[src/rtl/id_ex_if.sv]
`default_nettype none
// ==== id_ex_if : ID -> EX stage bus (decode side, forwarding sources, ALU side) -- rev 1.0 ====
interface id_ex_if #(
  parameter int XLEN = 64,
  parameter int RW   = 5
);
  logic            in_valid;
  logic            in_ready;
  logic [XLEN-1:0] rs1_data;
  logic [XLEN-1:0] rs2_data;
  logic [XLEN-1:0] imm;
  logic [RW-1:0]   rs1_addr;
  logic [RW-1:0]   rs2_addr;
  logic [RW-1:0]   rd_addr;
  logic [2:0]      funct3;
  logic            funct7_30;
  logic [1:0]      alu_class;
  logic            alu_src;
  logic            mem_read;
  logic            mem_write;
  logic            reg_write;
  logic            mem_to_reg;
  logic            branch;
  logic            flush;
  logic            exmem_reg_write;
  logic            memwb_reg_write;
  logic [RW-1:0]   exmem_rd;
  logic [RW-1:0]   memwb_rd;
  logic [XLEN-1:0] exmem_result;
  logic [XLEN-1:0] memwb_result;
  logic            out_valid;
  logic            out_ready;
  logic [XLEN-1:0] alu_a;
  logic [XLEN-1:0] alu_b;
  logic [XLEN-1:0] store_data;
  logic [3:0]      alu_ctrl;
  logic [RW-1:0]   rd_out;
  logic            mem_read_o;
  logic            mem_write_o;
  logic            reg_write_o;
  logic            mem_to_reg_o;
  logic            branch_o;
  logic            illegal_op;
  logic            load_use_stall;

  modport master (
    output in_valid, rs1_data, rs2_data, imm, rs1_addr, rs2_addr, rd_addr,
           funct3, funct7_30, alu_class, alu_src, mem_read, mem_write,
           reg_write, mem_to_reg, branch, flush,
           exmem_reg_write, memwb_reg_write, exmem_rd, memwb_rd,
           exmem_result, memwb_result, out_ready,
    input  in_ready, out_valid, alu_a, alu_b, store_data, alu_ctrl, rd_out,
           mem_read_o, mem_write_o, reg_write_o, mem_to_reg_o, branch_o,
           illegal_op, load_use_stall
  );

  modport slave (
    input  in_valid, rs1_data, rs2_data, imm, rs1_addr, rs2_addr, rd_addr,
           funct3, funct7_30, alu_class, alu_src, mem_read, mem_write,
           reg_write, mem_to_reg, branch, flush,
           exmem_reg_write, memwb_reg_write, exmem_rd, memwb_rd,
           exmem_result, memwb_result, out_ready,
    output in_ready, out_valid, alu_a, alu_b, store_data, alu_ctrl, rd_out,
           mem_read_o, mem_write_o, reg_write_o, mem_to_reg_o, branch_o,
           illegal_op, load_use_stall
  );
endinterface

`default_nettype wire

[src/rtl/id_ex_stage.sv]
`default_nettype none
// ==== id_ex_stage : ID/EX pipeline register, ALU-control decode, EX/MEM + MEM/WB forwarding -- rev 1.0 ====
module id_ex_stage #(
  parameter int XLEN = 64,
  parameter int RW   = 5
) (
  input  logic   clk,
  input  logic   reset,
  id_ex_if.slave bus
);

  localparam logic [3:0] c_ALU_AND = 4'b0000;
  localparam logic [3:0] c_ALU_OR  = 4'b0001;
  localparam logic [3:0] c_ALU_ADD = 4'b0010;
  localparam logic [3:0] c_ALU_SLL = 4'b0100;
  localparam logic [3:0] c_ALU_SUB = 4'b0110;

  logic            r_valid;
  logic [RW-1:0]   r_rs1_addr;
  logic [RW-1:0]   r_rs2_addr;
  logic [RW-1:0]   r_rd;
  logic [XLEN-1:0] r_rs1_data;
  logic [XLEN-1:0] r_rs2_data;
  logic [XLEN-1:0] r_imm;
  logic [3:0]      r_alu_ctrl;
  logic            r_illegal;
  logic            r_alu_src;
  logic            r_mem_read;
  logic            r_mem_write;
  logic            r_reg_write;
  logic            r_mem_to_reg;
  logic            r_branch;

  logic            w_load_use;
  logic            w_in_ready;
  logic            w_capture;
  logic [3:0]      w_ctrl;
  logic            w_illegal;
  logic [XLEN-1:0] w_fwd_rs1;
  logic [XLEN-1:0] w_fwd_rs2;

  // A held load whose rd feeds the incoming instruction must drain before that instruction enters.
  assign w_load_use = r_valid & r_mem_read & (r_rd != '0) &
                      ((r_rd == bus.rs1_addr) | (r_rd == bus.rs2_addr)) & bus.in_valid;
  assign w_in_ready = (~r_valid | bus.out_ready) & ~w_load_use;
  assign w_capture  = bus.in_valid & w_in_ready & ~bus.flush;

  always_comb begin
    w_ctrl    = c_ALU_ADD;
    w_illegal = 1'b0;
    case (bus.alu_class)
      2'b00: w_ctrl = c_ALU_ADD;
      2'b01: w_ctrl = c_ALU_SUB;
      2'b10: begin
        case (bus.funct3)
          3'b000:  w_ctrl = (bus.funct7_30 && !bus.alu_src) ? c_ALU_SUB : c_ALU_ADD;
          3'b111:  w_ctrl = c_ALU_AND;
          3'b110:  w_ctrl = c_ALU_OR;
          3'b001:  w_ctrl = c_ALU_SLL;
          default: w_illegal = 1'b1;
        endcase
      end
      default: w_illegal = 1'b1;
    endcase
  end

  always_ff @(posedge clk or negedge reset) begin
    if (!reset) begin
      r_valid      <= 1'b0;
      r_rs1_addr   <= '0;
      r_rs2_addr   <= '0;
      r_rd         <= '0;
      r_rs1_data   <= '0;
      r_rs2_data   <= '0;
      r_imm        <= '0;
      r_alu_ctrl   <= c_ALU_ADD;
      r_illegal    <= 1'b0;
      r_alu_src    <= 1'b0;
      r_mem_read   <= 1'b0;
      r_mem_write  <= 1'b0;
      r_reg_write  <= 1'b0;
      r_mem_to_reg <= 1'b0;
      r_branch     <= 1'b0;
    end else if (bus.flush) begin
      r_valid <= 1'b0;
    end else if (w_capture) begin
      r_valid      <= 1'b1;
      r_rs1_addr   <= bus.rs1_addr;
      r_rs2_addr   <= bus.rs2_addr;
      r_rd         <= bus.rd_addr;
      r_rs1_data   <= bus.rs1_data;
      r_rs2_data   <= bus.rs2_data;
      r_imm        <= bus.imm;
      r_alu_ctrl   <= w_ctrl;
      r_illegal    <= w_illegal;
      r_alu_src    <= bus.alu_src;
      r_mem_read   <= bus.mem_read;
      r_mem_write  <= bus.mem_write;
      r_reg_write  <= bus.reg_write;
      r_mem_to_reg <= bus.mem_to_reg;
      r_branch     <= bus.branch;
    end else if (r_valid && bus.out_ready) begin
      r_valid <= 1'b0;
    end
  end

  // EX/MEM is the younger producer, so it wins over MEM/WB; x0 is hard-wired and never forwarded.
  function automatic logic [XLEN-1:0] fwd_sel(
    input logic [RW-1:0]   src_addr,
    input logic [XLEN-1:0] src_data,
    input logic            ex_we,
    input logic [RW-1:0]   ex_rd,
    input logic [XLEN-1:0] ex_val,
    input logic            wb_we,
    input logic [RW-1:0]   wb_rd,
    input logic [XLEN-1:0] wb_val
  );
    if (ex_we && (ex_rd != '0) && (ex_rd == src_addr)) return ex_val;
    if (wb_we && (wb_rd != '0) && (wb_rd == src_addr)) return wb_val;
    return src_data;
  endfunction

  assign w_fwd_rs1 = fwd_sel(r_rs1_addr, r_rs1_data,
                             bus.exmem_reg_write, bus.exmem_rd, bus.exmem_result,
                             bus.memwb_reg_write, bus.memwb_rd, bus.memwb_result);
  assign w_fwd_rs2 = fwd_sel(r_rs2_addr, r_rs2_data,
                             bus.exmem_reg_write, bus.exmem_rd, bus.exmem_result,
                             bus.memwb_reg_write, bus.memwb_rd, bus.memwb_result);

  assign bus.in_ready       = w_in_ready;
  assign bus.load_use_stall = w_load_use;
  assign bus.out_valid      = r_valid;
  assign bus.alu_a          = w_fwd_rs1;
  assign bus.alu_b          = r_alu_src ? r_imm : w_fwd_rs2;
  assign bus.store_data     = w_fwd_rs2;
  assign bus.alu_ctrl       = r_alu_ctrl;
  assign bus.illegal_op     = r_illegal;
  assign bus.rd_out         = r_rd;
  assign bus.mem_read_o     = r_mem_read;
  assign bus.mem_write_o    = r_mem_write;
  assign bus.reg_write_o    = r_reg_write;
  assign bus.mem_to_reg_o   = r_mem_to_reg;
  assign bus.branch_o       = r_branch;

endmodule

`default_nettype wire
[src/flat_wrapper.sv]
// flat-port wrapper written by rule: the top's interface ports become plain ports
module id_ex_stage_flat 
#(
  parameter int XLEN = 64,
  parameter int RW   = 5
)
  (clk, reset, bus_in_valid, bus_rs1_data, bus_rs2_data, bus_imm, bus_rs1_addr, bus_rs2_addr, bus_rd_addr, bus_funct3, bus_funct7_30, bus_alu_class, bus_alu_src, bus_mem_read, bus_mem_write, bus_reg_write, bus_mem_to_reg, bus_branch, bus_flush, bus_exmem_reg_write, bus_memwb_reg_write, bus_exmem_rd, bus_memwb_rd, bus_exmem_result, bus_memwb_result, bus_out_ready, bus_in_ready, bus_out_valid, bus_alu_a, bus_alu_b, bus_store_data, bus_alu_ctrl, bus_rd_out, bus_mem_read_o, bus_mem_write_o, bus_reg_write_o, bus_mem_to_reg_o, bus_branch_o, bus_illegal_op, bus_load_use_stall);
  id_ex_if #(.XLEN(XLEN), .RW(RW)) bus_i ();
  input  logic clk;
  input  logic reset;
  input wire logic [$bits(bus_i.in_valid)-1:0] bus_in_valid;
  input wire logic [$bits(bus_i.rs1_data)-1:0] bus_rs1_data;
  input wire logic [$bits(bus_i.rs2_data)-1:0] bus_rs2_data;
  input wire logic [$bits(bus_i.imm)-1:0] bus_imm;
  input wire logic [$bits(bus_i.rs1_addr)-1:0] bus_rs1_addr;
  input wire logic [$bits(bus_i.rs2_addr)-1:0] bus_rs2_addr;
  input wire logic [$bits(bus_i.rd_addr)-1:0] bus_rd_addr;
  input wire logic [$bits(bus_i.funct3)-1:0] bus_funct3;
  input wire logic [$bits(bus_i.funct7_30)-1:0] bus_funct7_30;
  input wire logic [$bits(bus_i.alu_class)-1:0] bus_alu_class;
  input wire logic [$bits(bus_i.alu_src)-1:0] bus_alu_src;
  input wire logic [$bits(bus_i.mem_read)-1:0] bus_mem_read;
  input wire logic [$bits(bus_i.mem_write)-1:0] bus_mem_write;
  input wire logic [$bits(bus_i.reg_write)-1:0] bus_reg_write;
  input wire logic [$bits(bus_i.mem_to_reg)-1:0] bus_mem_to_reg;
  input wire logic [$bits(bus_i.branch)-1:0] bus_branch;
  input wire logic [$bits(bus_i.flush)-1:0] bus_flush;
  input wire logic [$bits(bus_i.exmem_reg_write)-1:0] bus_exmem_reg_write;
  input wire logic [$bits(bus_i.memwb_reg_write)-1:0] bus_memwb_reg_write;
  input wire logic [$bits(bus_i.exmem_rd)-1:0] bus_exmem_rd;
  input wire logic [$bits(bus_i.memwb_rd)-1:0] bus_memwb_rd;
  input wire logic [$bits(bus_i.exmem_result)-1:0] bus_exmem_result;
  input wire logic [$bits(bus_i.memwb_result)-1:0] bus_memwb_result;
  input wire logic [$bits(bus_i.out_ready)-1:0] bus_out_ready;
  output wire logic [$bits(bus_i.in_ready)-1:0] bus_in_ready;
  output wire logic [$bits(bus_i.out_valid)-1:0] bus_out_valid;
  output wire logic [$bits(bus_i.alu_a)-1:0] bus_alu_a;
  output wire logic [$bits(bus_i.alu_b)-1:0] bus_alu_b;
  output wire logic [$bits(bus_i.store_data)-1:0] bus_store_data;
  output wire logic [$bits(bus_i.alu_ctrl)-1:0] bus_alu_ctrl;
  output wire logic [$bits(bus_i.rd_out)-1:0] bus_rd_out;
  output wire logic [$bits(bus_i.mem_read_o)-1:0] bus_mem_read_o;
  output wire logic [$bits(bus_i.mem_write_o)-1:0] bus_mem_write_o;
  output wire logic [$bits(bus_i.reg_write_o)-1:0] bus_reg_write_o;
  output wire logic [$bits(bus_i.mem_to_reg_o)-1:0] bus_mem_to_reg_o;
  output wire logic [$bits(bus_i.branch_o)-1:0] bus_branch_o;
  output wire logic [$bits(bus_i.illegal_op)-1:0] bus_illegal_op;
  output wire logic [$bits(bus_i.load_use_stall)-1:0] bus_load_use_stall;
  assign bus_i.in_valid = bus_in_valid;
  assign bus_i.rs1_data = bus_rs1_data;
  assign bus_i.rs2_data = bus_rs2_data;
  assign bus_i.imm = bus_imm;
  assign bus_i.rs1_addr = bus_rs1_addr;
  assign bus_i.rs2_addr = bus_rs2_addr;
  assign bus_i.rd_addr = bus_rd_addr;
  assign bus_i.funct3 = bus_funct3;
  assign bus_i.funct7_30 = bus_funct7_30;
  assign bus_i.alu_class = bus_alu_class;
  assign bus_i.alu_src = bus_alu_src;
  assign bus_i.mem_read = bus_mem_read;
  assign bus_i.mem_write = bus_mem_write;
  assign bus_i.reg_write = bus_reg_write;
  assign bus_i.mem_to_reg = bus_mem_to_reg;
  assign bus_i.branch = bus_branch;
  assign bus_i.flush = bus_flush;
  assign bus_i.exmem_reg_write = bus_exmem_reg_write;
  assign bus_i.memwb_reg_write = bus_memwb_reg_write;
  assign bus_i.exmem_rd = bus_exmem_rd;
  assign bus_i.memwb_rd = bus_memwb_rd;
  assign bus_i.exmem_result = bus_exmem_result;
  assign bus_i.memwb_result = bus_memwb_result;
  assign bus_i.out_ready = bus_out_ready;
  assign bus_in_ready = bus_i.in_ready;
  assign bus_out_valid = bus_i.out_valid;
  assign bus_alu_a = bus_i.alu_a;
  assign bus_alu_b = bus_i.alu_b;
  assign bus_store_data = bus_i.store_data;
  assign bus_alu_ctrl = bus_i.alu_ctrl;
  assign bus_rd_out = bus_i.rd_out;
  assign bus_mem_read_o = bus_i.mem_read_o;
  assign bus_mem_write_o = bus_i.mem_write_o;
  assign bus_reg_write_o = bus_i.reg_write_o;
  assign bus_mem_to_reg_o = bus_i.mem_to_reg_o;
  assign bus_branch_o = bus_i.branch_o;
  assign bus_illegal_op = bus_i.illegal_op;
  assign bus_load_use_stall = bus_i.load_use_stall;
  id_ex_stage #(.XLEN(XLEN), .RW(RW)) u_core (.clk(clk), .reset(reset), .bus(bus_i));
endmodule
[config.mk]
export PLATFORM = sky130hd
export DESIGN_NAME = id_ex_stage_flat
export DESIGN_NICKNAME = d
export VERILOG_FILES = /design/src/rtl/id_ex_if.sv /design/src/rtl/id_ex_stage.sv /design/src/flat_wrapper.sv
export SDC_FILE = /design/constraint.sdc
export NUM_CORES = 1
export LEC_CHECK = 0
export ABC_AREA = 0
export CAP_MARGIN = 20
export CORE_AREA = 2 2 223 225
export CTS_CLUSTER_SIZE = 28
export DETAILED_ROUTE_END_ITERATION = 10
export DIE_AREA = 0 0 225 227
export PLACE_DENSITY = 0.64
export SYNTH_ARGS = -nofsm -noshare
export SYNTH_HDL_FRONTEND = slang
export SYNTH_SLANG_ARGS = --single-unit
[constraint.sdc]
create_clock -name clk -period 3.3 [get_ports clk]
set_input_delay 0.66 -clock clk [delete_from_list [all_inputs] [get_ports clk]]
set_output_delay 0.66 -clock clk [all_outputs]
set_load 0.1 [all_outputs]
==> key figures <==
Synthesis
  • Number of distinct library cells after synthesis: 43
  • Post-Syn Nets: 1540
  • Sequential share of the synthesized area: 42.4%
  • Post-synth EDFFs: 0
  • Top flip-flop cell by instance count after synthesis: dfrtp_1
  • Top cell type by total area after synthesis: dfrtp_1
  • Post-synthesis instance area: 12900 sq um
  • Synth area leaders: dfrtp_1 42%, mux2_2 12%, mux2_1 8.8%
  • Synthesized area per cell: 11.0 sq um
  • Register bit total from synthesis: 218
  • FFs w/ async S/R, synth: 100%
  • Count of mapped cells out of synthesis: 1173
  • Ys Warns: 0
  • Share of the synthesized area in the top cell type: 42.2%

Finish
  • Net count of the finished layout: 2285
  • Combined flip-flop and latch cell area: 5470 sq um
  • Relative area change from synthesis to final layout: 116%
  • Number of fillers in the final layout: 3806
  • Proportion of layout cells with a drive suffix above 1: 49.2%
  • Multi-input gate area: 9550 sq um

STA
  • Least setup slack across all paths after layout: -0.169 ns
  • Slew of the pin with the lowest slew margin: 0.640 ns
  • RSZ-0062 raised after global routing: true
  • Final Max Tran Viols: 0
  • Setup skew after layout: 0.0225 ns
  • Final setup violation count: 111
  • Tcrit/Tclk final: 105%
  • Achievable frequency: 0.288 GHz
  • Number of hold violations in the final report: 0
  • Post-layout min period: 3.47 ns
  • Slew margin rel.: 57.3%

Status
  • Run status: finished, violations left
  • Violated checks: setup timing

Clock network
  • Post-CTS Hold Buffers: 0
  • H-tree depth reported by CTS: 1
  • Clk pin slew, worst setup/hold paths: 0.06 ns
  • Insertion delay of the later-clocked pin in the worst-skew pair: 0.57 ns
  • Clock Tree Buf Depth: 3
  • Number of sinks on the clock net: 218
  • Clock Tree Root: clkbuf_16
  • Number of buffers created by CTS: 29
  • CTS tree: done

Setup path
  • Required time worst endpoint: 2.64 ns
  • Type of the worst setup path: in2out
  • Critical path launch point type: primary input
  • Crit path max fanout: 5
  • CP Data Arrival Time: 2.81 ns
  • Endpoint type of the worst setup path: output port

Floorplan
  • Ports placed on the boundary: 574
  • Site Rows: 81
  • Floorplan die area: 51100 sq um
  • Chip Width: 225 um
  • Placeable core region: 48500 sq um
  • Vertical die dimension: 227 um
  • Effective utilization at floorplan: 26.5%

Min path
  • Classification of the worst-slack hold path: in2async

Power and ir drop
  • Max VDD drop: 0.000545 V
  • Pwr Density: 654 nW/um^2
  • Overall power of the completed layout: 18200 uW
  • Leakage component of the power: 0.0112 uW

Global routing
  • Largest net degree at the start of global routing: 75
  • Vias in the first global route: 14176
  • Global-route congestion overflow total: 0
  • Global routing usage summed across all routing layers: 24.3%
  • First-pass GRT wire length: 92.7 mm
  • Initial antenna violation count: 4

Route
  • 1st-pass router iterations: 4
  • Drt first-iter violations: 653
  • Wire per inst: 25.2 um
  • Routed via count divided by cell count: 5.07
  • Total wirelength of the detailed-routed design: 64.5 mm
  • Post-route antenna net violation count: 0
  • DR vias: 12983
  • Final routed DRC violation total: 0

Place
  • Number of input and output port buffers inserted: 572
  • Setup slack at placement: -0.477 ns
  • Routability congestion estimate from global placement: 0.867
  • Half-perimeter wire length after placement: 45.5 mm

Flow run
  • Max-capacitance violation count: 0
final timing paths:
path | endpoint | from | slack (ns) | cells after the start
setup / recovery | bus_alu_b[24] | bus_exmem_rd[1] | -0.17 | 10
min in group clk | u_core.r_rs1_data[36] | u_core.r_rs1_data[36] | 0.48 | 1
hold / removal | u_core.r_imm[11] | reset | 0.08 | 1
hold reg to reg | u_core.r_rs1_data[36] | u_core.r_rs1_data[36] | 0.48 | 1
max in group asynchronous | u_core.r_alu_src | reset | 2.29 | 2
setup reg to reg | u_core.r_imm[8] | u_core.bus.rd_out[0] | 0.69 | 6
area by class of cell:
type / instances / share of cell area, %
tap: 622 / 2.80
sequential: 218 / 19.7
multi-input combinational: 809 / 34.3
clock inverter: 3 / 0.234
clock buffer: 48 / 3.30
inverter: 43 / 0.580
antenna: 2 / 0.0180
timing repair buffer: 817 / 39.1
logic make-up (layout without fill, tap and decap cells):
| family | Yosys count | count (layout) | share of synthesized area, % |
|---|---|---|---|
| buf+inv | 146 | 911 | 6.26 |
| simple gates | 226 | 226 | 8.51 |
| compound gates | 203 | 203 | 11.2 |
| flops | 218 | 218 | 42.4 |
| xor+xnor | 31 | 31 | 2.11 |
| fa+ha+maj | 3 | 3 | 0.292 |
| other cells | 1 | 3 | 0.0291 |
| mux | 345 | 345 | 29.2 |
sequential cells by signal, indices dropped and copies added (netlist names):
register and count:
u_core.r_imm 64, u_core.r_rs1_data 64, u_core.r_rs2_data 64, u_core.bus.rd_out 5, u_core.r_rs1_addr 5, u_core.r_rs2_addr 5
u_core.bus.alu_ctrl 3, u_core.bus.branch_o 1, u_core.bus.illegal_op 1, u_core.bus.mem_read_o 1, u_core.bus.mem_to_reg_o 1, u_core.bus.mem_write_o 1
u_core.bus.out_valid 1, u_core.bus.reg_write_o 1, u_core.r_alu_src 1
power breakdown:
group,switching [uW],internal (uW),leakage [uW],total (uW)
Sequential,351,3140,0.00256,3490
Clock,1250,2020,0.000484,3270
Combinational,6870,4550,0.00812,11400
Total,8480,9710,0.0112,18200
stage by stage:
step / utilization (%) / cell area (sq um) / cells / TNS [ns] / hold WS, ns
CTS: 55.9 / 27100 / 2547 / -8.55 / 0.0973
detailed placement: 50.9 / 24700 / 2448 / -65.42 / 0.474
global placement: 50.9 / 24700 / 2448 / -63.09 / 0.467
finish: 57.3 / 27800 / 2562 / -9.89 / 0.0808
global route: 57.3 / 27800 / 2561 / -19.44 / 0.123
floorplan: - / 15200 / 1173 / -53.82 / 0.364
Yosys cell counts, types with 20 or more instances:
cell type  count
mux2_2       141
a221oi_2      24
clkbuf_1      41
o31ai_1       27
a31oi_1       26
o21ai_0       66
mux2_1       101
buf_2         32
mux2i_1      103
buf_6         20
nor2_1        44
nor3_1        40
nand4_1       26
inv_1         43
dfrtp_1      217
nand2_1       71
nor4_1        28
a21oi_1       40
layer usage:
| metal | part of all wire, % | vias up | wire [um] | global-route usage, % |
|---|---|---|---|---|
| met4 | 2.7 | 6 | 1760 | 6.71 |
| met3 | 7.0 | 94 | 4540 | 5.85 |
| met5 | 0.054 | - | 35 | 0 |
| met2 | 52 | 468 | 33400 | 44.2 |
| li1 | - | 5833 | - | - |
| met1 | 38 | 6582 | 24800 | 28.3 |
worst max-delay path: stages:
cell and delay (ns):
dlygate4sd2_1 0.35, xnor2_2 0.15, nand2_2 0.07, or3_4 0.39, buf_12 0.14, and2b_4 0.20, buf_12 0.16, buf_16 0.16
a221oi_4 0.28, buf_12 0.21
layout by cell type, fill, tap and decap left out, drive strengths merged, types with 2 or more instances in the layout:
master,Yosys,final
nor2,44,44
inv,43,43
ha,3,3
xor2,15,15
nand3b,2,2
a21oi,40,40
clkbuf,41,56
nand3,6,6
or4,3,3
nand2,71,71
nor4,28,28
nor3,40,40
o31ai,27,27
dfrtp,217,217
bufinv,0,2
diode,0,2
mux2,242,242
clkdlybuf4s50,0,350
xnor2,16,16
o21ai,68,68
buf,62,453
mux2i,103,103
a221oi,38,38
dlygate4sd2,0,3
nand4,26,26
a31oi,26,26
timing repair:
action	in CTS	in global routing
pin swaps	69	24
gates resized for setup	211	137
endpoints found under the hold margin	0	0
buffers inserted	28	16
cloned	22	3
setup endpoints to repair	192	178
Power figures use the tool's default switching activity.
